**src/rtl/alu_exec_pipe_if.sv**
```systemverilog
// Handshake bundle for the pipelined execute ALU.
// Producer side: in_valid/opcode/in_a/in_b, consumer ready out_ready.
// ALU side: in_ready, out_valid, result, mem_addr, flags {N,V,Z}.
interface alu_exec_pipe_if #(
    parameter int WIDTH = 16
);
    logic             in_valid;
    logic             in_ready;
    logic [3:0]       opcode;
    logic [WIDTH-1:0] in_a;
    logic [WIDTH-1:0] in_b;
    logic             out_valid;
    logic             out_ready;
    logic [WIDTH-1:0] result;
    logic [WIDTH-1:0] mem_addr;
    logic [2:0]       flags;

    modport master (
        output in_valid, opcode, in_a, in_b, out_ready,
        input  in_ready, out_valid, result, mem_addr, flags
    );

    modport slave (
        input  in_valid, opcode, in_a, in_b, out_ready,
        output in_ready, out_valid, result, mem_addr, flags
    );
endinterface

```
**src/rtl/alu_exec_pipe.sv**
```systemverilog
// Two-stage execute ALU: S1 latches operands, S2 latches results.
// Ports: clk, rst_n (async low), flush, bus (alu_exec_pipe_if.slave).
module alu_exec_pipe #(
    parameter int WIDTH = 16,
    parameter int SHW   = $clog2(WIDTH)
) (
    input logic              clk,
    input logic              rst_n,
    input logic              flush,
    alu_exec_pipe_if.slave   bus
);
    localparam logic [WIDTH-1:0] SMAX = {1'b0, {(WIDTH-1){1'b1}}};
    localparam logic [WIDTH-1:0] SMIN = {1'b1, {(WIDTH-1){1'b0}}};

    logic             s1_v_q, s1_v_d;
    logic [3:0]       s1_op_q;
    logic [WIDTH-1:0] s1_a_q, s1_b_q;
    logic             s2_v_q, s2_v_d;
    logic [WIDTH-1:0] s2_res_q, s2_addr_q;
    logic [2:0]       s2_fc_q, s2_fm_q;
    logic [2:0]       flags_q, flags_d;

    logic s1_adv, in_ready, accept, retire;

    assign s1_adv   = !s2_v_q || bus.out_ready;
    assign in_ready = !flush && (!s1_v_q || s1_adv);
    assign accept   = bus.in_valid && in_ready;
    assign retire   = s2_v_q && bus.out_ready;

    // S1 combinational compute
    logic [WIDTH:0]   add_w, sub_w;
    logic [WIDTH-1:0] red, pad, sll, sra, ror, addr;
    logic [4:0]       lane;
    logic [SHW-1:0]   sh;
    logic [SHW:0]     rsh;
    logic [WIDTH-1:0] res_d;
    logic             ovf_d;
    logic [2:0]       fm_d, fc_d;

    assign add_w = {s1_a_q[WIDTH-1], s1_a_q} + {s1_b_q[WIDTH-1], s1_b_q};
    assign sub_w = {s1_a_q[WIDTH-1], s1_a_q} - {s1_b_q[WIDTH-1], s1_b_q};
    assign sh    = s1_b_q[SHW-1:0];
    assign rsh   = (SHW+1)'(WIDTH) - {1'b0, sh};
    assign sll   = s1_a_q << sh;
    assign sra   = $signed(s1_a_q) >>> sh;
    // rsh == WIDTH when sh == 0, so the left part vanishes
    assign ror   = (s1_a_q >> sh) | (s1_a_q << rsh);
    assign addr  = {s1_a_q[WIDTH-1:1], 1'b0}
                 + {s1_b_q[WIDTH-2:0], 1'b0};

    // Modular sum gives the exact truncated/sign-extended byte total
    always_comb begin
        red = '0;
        for (int i = 0; i < WIDTH/8; i++) begin
            red = red + {{(WIDTH-8){s1_a_q[8*i+7]}}, s1_a_q[8*i +: 8]}
                      + {{(WIDTH-8){s1_b_q[8*i+7]}}, s1_b_q[8*i +: 8]};
        end
    end

    always_comb begin
        pad  = '0;
        lane = '0;
        for (int j = 0; j < WIDTH/4; j++) begin
            lane = {s1_a_q[4*j+3], s1_a_q[4*j +: 4]}
                 + {s1_b_q[4*j+3], s1_b_q[4*j +: 4]};
            if (lane[4] != lane[3])
                pad[4*j +: 4] = lane[4] ? 4'h8 : 4'h7;
            else
                pad[4*j +: 4] = lane[3:0];
        end
    end

    always_comb begin
        res_d = '0;
        ovf_d = 1'b0;
        fm_d  = 3'b000;
        case (s1_op_q)
            4'd0: begin
                ovf_d = add_w[WIDTH] ^ add_w[WIDTH-1];
                res_d = ovf_d ? (add_w[WIDTH] ? SMIN : SMAX)
                              : add_w[WIDTH-1:0];
                fm_d  = 3'b111;
            end
            4'd1: begin
                ovf_d = sub_w[WIDTH] ^ sub_w[WIDTH-1];
                res_d = ovf_d ? (sub_w[WIDTH] ? SMIN : SMAX)
                              : sub_w[WIDTH-1:0];
                fm_d  = 3'b111;
            end
            4'd2: res_d = red;
            4'd3: begin res_d = s1_a_q ^ s1_b_q; fm_d = 3'b001; end
            4'd4: begin res_d = sll; fm_d = 3'b001; end
            4'd5: begin res_d = sra; fm_d = 3'b001; end
            4'd6: begin res_d = ror; fm_d = 3'b001; end
            4'd7: res_d = pad;
            4'd8, 4'd9: res_d = addr;
            default: res_d = '0;
        endcase
        fc_d = {res_d[WIDTH-1], ovf_d, res_d == '0};
    end

    // Valid tracking: a load into S1 also covers the stalled-S2 case
    always_comb begin
        s1_v_d = s1_v_q;
        s2_v_d = s2_v_q;
        if (flush) begin
            s1_v_d = 1'b0;
            s2_v_d = 1'b0;
        end else begin
            if (accept)      s1_v_d = 1'b1;
            else if (s1_adv) s1_v_d = 1'b0;
            if (s1_adv)      s2_v_d = s1_v_q;
        end
    end

    // A retirement coincident with flush still commits its flags
    always_comb begin
        flags_d = flags_q;
        if (retire)
            flags_d = (flags_q & ~s2_fm_q) | (s2_fc_q & s2_fm_q);
    end

    always_ff @(posedge clk or negedge rst_n) begin
        if (!rst_n) begin
            s1_v_q    <= 1'b0;
            s1_op_q   <= '0;
            s1_a_q    <= '0;
            s1_b_q    <= '0;
            s2_v_q    <= 1'b0;
            s2_res_q  <= '0;
            s2_addr_q <= '0;
            s2_fc_q   <= '0;
            s2_fm_q   <= '0;
            flags_q   <= '0;
        end else begin
            s1_v_q  <= s1_v_d;
            s2_v_q  <= s2_v_d;
            flags_q <= flags_d;
            if (accept) begin
                s1_op_q <= bus.opcode;
                s1_a_q  <= bus.in_a;
                s1_b_q  <= bus.in_b;
            end
            if (s1_adv && s1_v_q && !flush) begin
                s2_res_q  <= res_d;
                s2_addr_q <= addr;
                s2_fc_q   <= fc_d;
                s2_fm_q   <= fm_d;
            end
        end
    end

    assign bus.in_ready  = in_ready;
    assign bus.out_valid = s2_v_q;
    assign bus.result    = s2_res_q;
    assign bus.mem_addr  = s2_addr_q;
    assign bus.flags     = flags_q;
endmodule
```
**src/flat_wrapper.sv**
```systemverilog
// flat-port wrapper written by rule: the top's interface ports become plain ports
module alu_exec_pipe_flat 
#(
    parameter int WIDTH = 16,
    parameter int SHW   = $clog2(WIDTH)
)
  (clk, rst_n, flush, bus_in_valid, bus_opcode, bus_in_a, bus_in_b, bus_out_ready, bus_in_ready, bus_out_valid, bus_result, bus_mem_addr, bus_flags);
  alu_exec_pipe_if #(.WIDTH(WIDTH)) bus_i ();
  input logic clk;
  input logic rst_n;
  input logic flush;
  input wire logic [$bits(bus_i.in_valid)-1:0] bus_in_valid;
  input wire logic [$bits(bus_i.opcode)-1:0] bus_opcode;
  input wire logic [$bits(bus_i.in_a)-1:0] bus_in_a;
  input wire logic [$bits(bus_i.in_b)-1:0] bus_in_b;
  input wire logic [$bits(bus_i.out_ready)-1:0] bus_out_ready;
  output wire logic [$bits(bus_i.in_ready)-1:0] bus_in_ready;
  output wire logic [$bits(bus_i.out_valid)-1:0] bus_out_valid;
  output wire logic [$bits(bus_i.result)-1:0] bus_result;
  output wire logic [$bits(bus_i.mem_addr)-1:0] bus_mem_addr;
  output wire logic [$bits(bus_i.flags)-1:0] bus_flags;
  assign bus_i.in_valid = bus_in_valid;
  assign bus_i.opcode = bus_opcode;
  assign bus_i.in_a = bus_in_a;
  assign bus_i.in_b = bus_in_b;
  assign bus_i.out_ready = bus_out_ready;
  assign bus_in_ready = bus_i.in_ready;
  assign bus_out_valid = bus_i.out_valid;
  assign bus_result = bus_i.result;
  assign bus_mem_addr = bus_i.mem_addr;
  assign bus_flags = bus_i.flags;
  alu_exec_pipe #(.WIDTH(WIDTH), .SHW(SHW)) u_core (.clk(clk), .rst_n(rst_n), .flush(flush), .bus(bus_i));
endmodule
```
**config.mk**
```make
export PLATFORM = sky130hd
export DESIGN_NAME = alu_exec_pipe_flat
export DESIGN_NICKNAME = d
export VERILOG_FILES = /design/src/rtl/alu_exec_pipe_if.sv /design/src/rtl/alu_exec_pipe.sv /design/src/flat_wrapper.sv
export SDC_FILE = /design/constraint.sdc
export NUM_CORES = 1
export LEC_CHECK = 0
export ABC_AREA = 1
export CORE_MARGIN = 8
export CORE_UTILIZATION = 30
export DETAILED_ROUTE_END_ITERATION = 8
export SETUP_SLACK_MARGIN = 0.15
export SYNTH_ARGS = -nofsm -noshare
export SYNTH_HDL_FRONTEND = slang
export SYNTH_SLANG_ARGS = --single-unit
```
**constraint.sdc**
```tcl
create_clock -name clk -period 5.7 [get_ports clk]
set_input_delay 1.14 -clock clk [delete_from_list [all_inputs] [get_ports clk]]
set_output_delay 1.14 -clock clk [all_outputs]
set_load 0.05 [all_outputs]
```
Word-level counts from Yosys, hierarchy flattened
Cells that the tools add are included.
- add/sub/neg operators: 11
- shifts and indexed selects: 4
- equal/unequal tests: 13
- muxes and demuxes: 20
- bitwise logic cells: 8
- reductions and logical operators: 17
- operators with widths (kind ; count):
    16-bit case mux with 9 select lines ; 1
    16-bit 2-to-1 mux ; 4
    16-bit adder ; 2
    4-bit 2-to-1 mux ; 8
    4-bit by 4-bit adder with 5-bit output ; 4
    16-bit by 16-bit adder with 17-bit output ; 1
    16-bit by 16-bit subtractor with 17-bit output ; 1
    4-bit by 3-bit equality test with 1-bit output, second input constant ; 4
    16-bit logical NOT ; 1
    16-bit OR ; 1
    16-bit by 4-bit left shift with 16-bit output ; 1
    16-bit by 5-bit left shift with 16-bit output ; 1
    16-bit by 4-bit >> shifter with 16-bit output ; 1
    16-bit by 4-bit >>> shifter with 16-bit output ; 1
    16-bit XOR ; 1
    9-bit by 8-bit adder with 10-bit output ; 1
    8-bit by 8-bit adder with 9-bit output ; 1
    4-bit by 2-bit equality test with 1-bit output, second input constant ; 2
    4-bit equality test, second input constant ; 2
    3-bit AND ; 2
    3-bit case mux with 2 select lines ; 1
    1-bit logical AND ; 5
    1-bit 2-to-1 mux ; 5
    5-bit by 4-bit subtractor with 5-bit output, first input constant ; 1
    other kinds (13) ; 21
- output and inout bits: 37
- register bits: 79

Logic depth before layout (Yosys ltp)
- word-level depth: 7
- depth in mapped cells: 29

Least setup slack after synthesis
Ideal clock, no wire load.
- path kind: register to register
- start: register u_core.s1_b_q[1]
- end: register u_core.s2_fc_q[0]
- setup slack: 1398 ps
- stages on the path, launching flop included: 30
- arrival: 4237 ps
- path buffers: 2
- data required time: 5634 ps
- library setup time: 66 ps
- cells stage by stage: dfrtp_1 -> inv_1 -> buf_2 -> fa_1 -> inv_1 -> ha_1 -> inv_1 -> fa_1 -> o21ai_0 -> a21oi_1 -> o21ai_0 -> nand2_1 -> nand4_1 -> o21ai_0 -> ha_1 -> clkbuf_1 -> inv_1 -> nor2_1 -> nand4_1 -> nand3_1 -> nand2_1 -> nand2_1 -> nand2_1 -> nor2_1 -> nand4_1 -> nor2_1 -> nand2_1 -> nor2_1 -> nand2_1 -> nand2_1
- cells in the longest elaborated chain, start to end: 5
- elaborated cells between the ends (all ways): 25
- classes of those cells: add/sub: 8; eq/ne: 1; shift: 4; mux: 7; bitwise: 4; reduce/logical: 1
- ends and longest elaborated chain (what ; line ; RTL):
    from (decl) ; alu_exec_pipe.sv:17 ; logic [WIDTH-1:0] s1_a_q, s1_b_q;
    from (signal assigned) ; alu_exec_pipe.sv:142 ; s1_b_q <= bus.in_b;
    8-bit by 8-bit adder with 9-bit output (tied with other cells) ; alu_exec_pipe.sv:56 ; + {{(WIDTH-8){s1_b_q[8*i+7]}}, s1_b_q[8*i +: 8]};
    9-bit by 8-bit adder with 10-bit output (tied with other cells) ; alu_exec_pipe.sv:55 ; red = red + {{(WIDTH-8){s1_a_q[8*i+7]}}, s1_a_q[8*i +: 8]}
    16-bit adder (tied with other cells) ; alu_exec_pipe.sv:56 ;
    16-bit case mux with 9 select lines (*) ; alu_exec_pipe.sv:77 ; case (s1_op_q)
    16-bit logical NOT (*) ; alu_exec_pipe.sv:99 ; fc_d = {res_d[WIDTH-1], ovf_d, res_d == '0};
    to (signal assigned) ; alu_exec_pipe.sv:132 ; s2_fc_q <= '0;
    to (signal assigned) ; alu_exec_pipe.sv:147 ; s2_fc_q <= fc_d;
    to (decl) ; alu_exec_pipe.sv:20 ; logic [2:0] s2_fc_q, s2_fm_q;
Mark *: on every way between the ends. The rest lies on a longest branch, timed or not.
A chain may end at the register's enable or synchronous reset.

Worst setup path after layout
- start: register u_core.s1_a_q[1]
- end: register u_core.s2_fc_q[0]
- cells in the longest elaborated chain, start to end: 5
- elaborated cells between the ends (all ways): 24
- classes of those cells: add/sub: 7; eq/ne: 1; shift: 4; mux: 7; bitwise: 4; reduce/logical: 1
- ends and longest elaborated chain (what ; line ; RTL):
    from (decl) ; alu_exec_pipe.sv:17 ;
    from (signal assigned) ; alu_exec_pipe.sv:141 ; s1_a_q <= bus.in_a;
    8-bit by 8-bit adder with 9-bit output (tied with other cells) ; alu_exec_pipe.sv:56 ;
    9-bit by 8-bit adder with 10-bit output (tied with other cells) ; alu_exec_pipe.sv:55 ;
    16-bit adder (tied with other cells) ; alu_exec_pipe.sv:56 ;
    16-bit case mux with 9 select lines (*) ; alu_exec_pipe.sv:77 ;
    16-bit logical NOT (*) ; alu_exec_pipe.sv:99 ;
Marked as above.

==> impl_summary.txt <==
----------------------------------------------------
[Pwr]
  Combinational Power Share ... 0.728
  Leak pwr ... between 5 and 6 nW
  Sw Share ... 0.572
  Reg power frac ... 0.153
  Reported net switching power ... roughly 0.003 W
  Power, Total ... 0.00524 W
  Power Dens Cells ... around 450 mW/mm^2
  Worst voltage drop across the vdd grid ... ~0.18 mV
  Int Power ... approximately 0.0022 W
  Clock power share ... 0.120

[Route]
  DRC violations left ... 0
  Number of DRC violations after detailed-routing iteration 0 ... approximately 1200
  Detailed Route WL ... 43.8 mm
  Wire per inst ... between 20 and 25 um
  Routed vias/inst ... between 5 and 6
  Number of nets with antenna violations after routing ... 0
  Total via count in the routed design ... ~11000
  First-pass iteration count of the detailed router ... 5

[Yosys]
  Post-synthesis xor/xnor area fraction ... 0.0360
  Count of mapped cells out of synthesis ... around 1700
  #FFs+latches synth ... 76
  Largest family of logic cells by synthesized area ... simple AND/OR/NAND/NOR gates
  Synth area leader ... sky130_fd_sc_hd__nand2_1
  Leading post-synthesis cells by cell area ... sky130_fd_sc_hd__nand2_1 (20%), sky130_fd_sc_hd__dfrtp_1 (19%), sky130_fd_sc_hd__nand3_1 (12%)
  Async set or reset register ratio after synthesis ... 1.00
  Synthesized-area fraction occupied by adder cells ... 0.114
  Multiplexer area fraction after synthesis ... 0.0155
  Post-synthesis sequential area ratio ... 0.187
  Count of warnings emitted by yosys ... 0
  Most frequently used flop master after synthesis ... sky130_fd_sc_hd__dfrtp_1
  Netlist area before placement ... ~0.010 mm^2
  Distinct cell type count of the synthesized netlist ... 56
  Post-Syn Area per Cell ... between 6 and 7 um^2
  Syn_nets ... between 1500 and 2000
  Post-synth top area share ... 0.201
  Fraction of the mapped netlist area in simple logic gates ... 0.440
  Compound-gate portion of the synthesized area ... 0.108
  Post-synth EDFFs ... 0

[Global route]
  First-pass GRT wire length ... roughly 67 mm
  Overall routing resource usage ... 0.214
  Largest net degree at the start of global routing ... 57
  Number of global-route vias before repair ... ~11000
  Gr ovfl total ... 0
  Antenna violations before repair ... 0

[Final layout]
  Leading cell types in the layout, fill and taps excluded ... sky130_fd_sc_hd__nand2_1 (544), sky130_fd_sc_hd__nand3_1 (253), sky130_fd_sc_hd__nor2_1 (160)
  Diodes inserted ... 0
  Most common library cell in the layout ignoring fill and taps ... sky130_fd_sc_hd__nand2_1
  Post-synthesis to final-layout area growth ... 13.2%
  Register area ... 0.00190 mm^2
  Design area ... around 0.012 mm^2
  Final nets ... around 1800
  Fraction of layout instances using a drive strength above 1 ... 0.0786
  Combined area of the multi-input logic cells ... slightly above 0.007 mm^2
  Number of filler cells placed in the layout ... around 3700

[Placement]
  Number of buffers added on ports ... 76
  Post-DP HPWL ... 35.5 mm
  Placement-stage cell area ... approximately 0.011 mm^2
  Routability congestion estimate ... between 1 and 1.5

[STA]
  Slew at the pin with the worst max-slew slack ... around 1100 ps
  Tcrit/Tclk final ... 0.835
  Number of endpoints failing setup at the final stage ... 0
  Min Hold Slack ... roughly 480 ps
  Max_slew headroom ... 0.296
  Count of endpoints failing hold in the final timing report ... 0
  Total count of max-transition violations in the final report ... 0
  Unrepaired setup endpoints after global routing ... no
  Highest attainable clock frequency ... roughly 210 MHz
  Fin crit period ... roughly 4800 ps
  Clock tree skew after final layout ... approximately 10 ps
  Final setup TNS ... 0 ps

[Worst setup path]
  Worst Path Arrival ... about 5100 ps
  Required @ worst endpoint ... about 6000 ps
  Critical Path Most Common Cell ... sky130_fd_sc_hd__nand2_1
  Critical path class ... reg -> reg
  Crit Path Max Fanout ... 9
  Cell with the biggest individual delay on the critical path ... sky130_fd_sc_hd__dfrtp_1
  Cell class contributing the biggest share of worst-path delay ... adder cells
  Setup crit start kind ... flop
  Bufs and invs on worst path ... 4
  Endpoint type of the worst setup path ... flop
  Critical path's largest stage delay ... 480 ps

[Clock tree]
  Buffer count from post-CTS setup fixing ... 0
  Number of sinks handled by clock tree synthesis ... 76
  Clock Tree Buf Depth ... 2
  Post-CTS Resized ... 0
  Hold buffers post-CTS ... 0
  CTS tree ... built
  Insertion delay to the later sink of the worst-skew pair ... ~360 ps
  Clock-pin slew on the worst setup and hold paths ... roughly 70 ps
  Clock root buffer master ... sky130_fd_sc_hd__clkbuf_16
  Htree depth ... 3
  Clock buffers created by TritonCTS ... 9

[Floorplanning]
  Number of ports placed on the die boundary ... approximately 80
  Die extent in x ... between 200 and 250 um
  Initial Util ... 0.305
  Area of the die ... roughly 0.040 mm^2
  Vertical die dimension ... approximately 200 um
  Core Rows ... between 60 and 70
  Core region area ... between 0.03 and 0.04 mm^2

[Outcome]
  Outcome ... finished clean

[Job]
  Number of violations of the max-capacitance limit ... 0

[Min path]
  Hold crit path type ... reg -> reg

----------------------------------------------------
==> worst register-to-register path, stage by stage, from the launching register on <==
cell and delay (ps):
sky130_fd_sc_hd__dfrtp_1 480, sky130_fd_sc_hd__inv_1 150, sky130_fd_sc_hd__fa_1 470, sky130_fd_sc_hd__inv_1 70
sky130_fd_sc_hd__ha_1 170, sky130_fd_sc_hd__inv_1 60, sky130_fd_sc_hd__fa_1 410, sky130_fd_sc_hd__o21ai_0 410
sky130_fd_sc_hd__a21oi_1 110, sky130_fd_sc_hd__o21ai_0 300, sky130_fd_sc_hd__nand2_1 80, sky130_fd_sc_hd__nand4_1 70
sky130_fd_sc_hd__o21ai_0 110, sky130_fd_sc_hd__ha_1 460, sky130_fd_sc_hd__inv_1 100, sky130_fd_sc_hd__nor2_1 140
sky130_fd_sc_hd__nand4_1 110, sky130_fd_sc_hd__nand3_1 80, sky130_fd_sc_hd__nand2_1 50, sky130_fd_sc_hd__nand2_1 160
sky130_fd_sc_hd__nand2_1 80, sky130_fd_sc_hd__nor2_1 120, sky130_fd_sc_hd__nand4_1 100, sky130_fd_sc_hd__nor2_1 130
sky130_fd_sc_hd__nand2_1 60, sky130_fd_sc_hd__nor2_1 100, sky130_fd_sc_hd__nand2_1 60, sky130_fd_sc_hd__nand2_1 60
==> cell usage after synthesis, drive strengths merged (4+ instances only) <==
| cell type | n |
|---|---|
| xnor2 | 10 |
| o211ai | 4 |
| ha | 67 |
| nand2 | 576 |
| inv | 153 |
| nor2 | 166 |
| dfrtp | 76 |
| nor3 | 8 |
| a31oi | 4 |
| fa | 16 |
| o21ai | 55 |
| nand3 | 257 |
| buf | 45 |
| o21bai | 6 |
| clkbuf | 21 |
| xor2 | 31 |
| a21o | 4 |
| mux2 | 14 |
| or2 | 8 |
| a21oi | 102 |
| nand4 | 16 |
==> layout make-up <==
cell class,count,share of cell area
multi-input cells,1363,0.631
clock buffers,9,0.0195
well taps,448,0.0486
inverters,155,0.0513
flip-flops and latches,76,0.165
clock inverters,7,0.00716
repair buffers,94,0.0774
==> sequential cells by signal, summed over array words and instances (netlist names), named ones only <==
name	flops
u_core.s1_a_q	16
u_core.s1_b_q	16
u_core.bus.mem_addr	15
u_core.bus.result	15
u_core.s1_op_q	4
u_core.s2_fc_q	3
u_core.s2_fm_q	2
u_core.bus.out_valid	1
u_core.s1_v_q	1
==> logic make-up (layout without fill, tap and decap cells) <==
| group | Yosys count | count (layout) |
|---|---|---|
| AO/OA/AOI/OAI | 188 | 188 |
| XOR/XNOR | 41 | 41 |
| adder cells (fa/ha/maj) | 83 | 83 |
| buffers and inverters | 221 | 265 |
| flip-flops | 76 | 76 |
| multiplexers | 14 | 14 |
| other | 1 | 1 |
| AND/OR/NAND/NOR | 1036 | 1036 |
==> power groups by stage <==
| stage | logic (W) | clock network, W | registers [W] |
|---|---|---|---|
| global placement | 0.00377 | 0 | 0.000808 |
| CTS | 0.00378 | 0.000650 | 0.000803 |
| finish | 0.00382 | 0.000627 | 0.000801 |
| detailed placement | 0.00376 | 0 | 0.000813 |
| floorplan | 0.00240 | 0 | 0.00109 |
| global route | 0.00419 | 0.000664 | 0.000821 |
==> layer usage <==
metal | track usage | share of wire
met5 | 0 | 0
met4 | 0.107 | 0.052
met3 | 0.0284 | 0.069
met2 | 0.342 | 0.45
met1 | 0.280 | 0.43
==> metrics by stage <==
stage	util	setup slack [ps]	cells
2_1_floorplan	-	1400	1660
3_3_place_gp	0.336	1030	2136
3_5_place_dp	0.336	961	2136
4_1_cts	0.345	919	2152
5_1_grt	0.345	355	2152
6_report	0.345	942	2152
==> final timing paths <==
check	start	endpoint	slack, ps	depth (start not counted)
max	u_core.s1_a_q[1]	u_core.s2_fc_q[0]	940	27
min	u_core.bus.result[4]	u_core.bus.result[4]	480	2
max reg2reg	u_core.s1_a_q[1]	u_core.s2_fc_q[0]	940	27
min reg2reg	u_core.bus.result[4]	u_core.bus.result[4]	480	2
max in group asynchronous	rst_n	u_core.s1_b_q[0]	3990	2
min in group asynchronous	rst_n	u_core.bus.result[0]	650	1
Note: power is estimated with default switching activity, not from simulation.
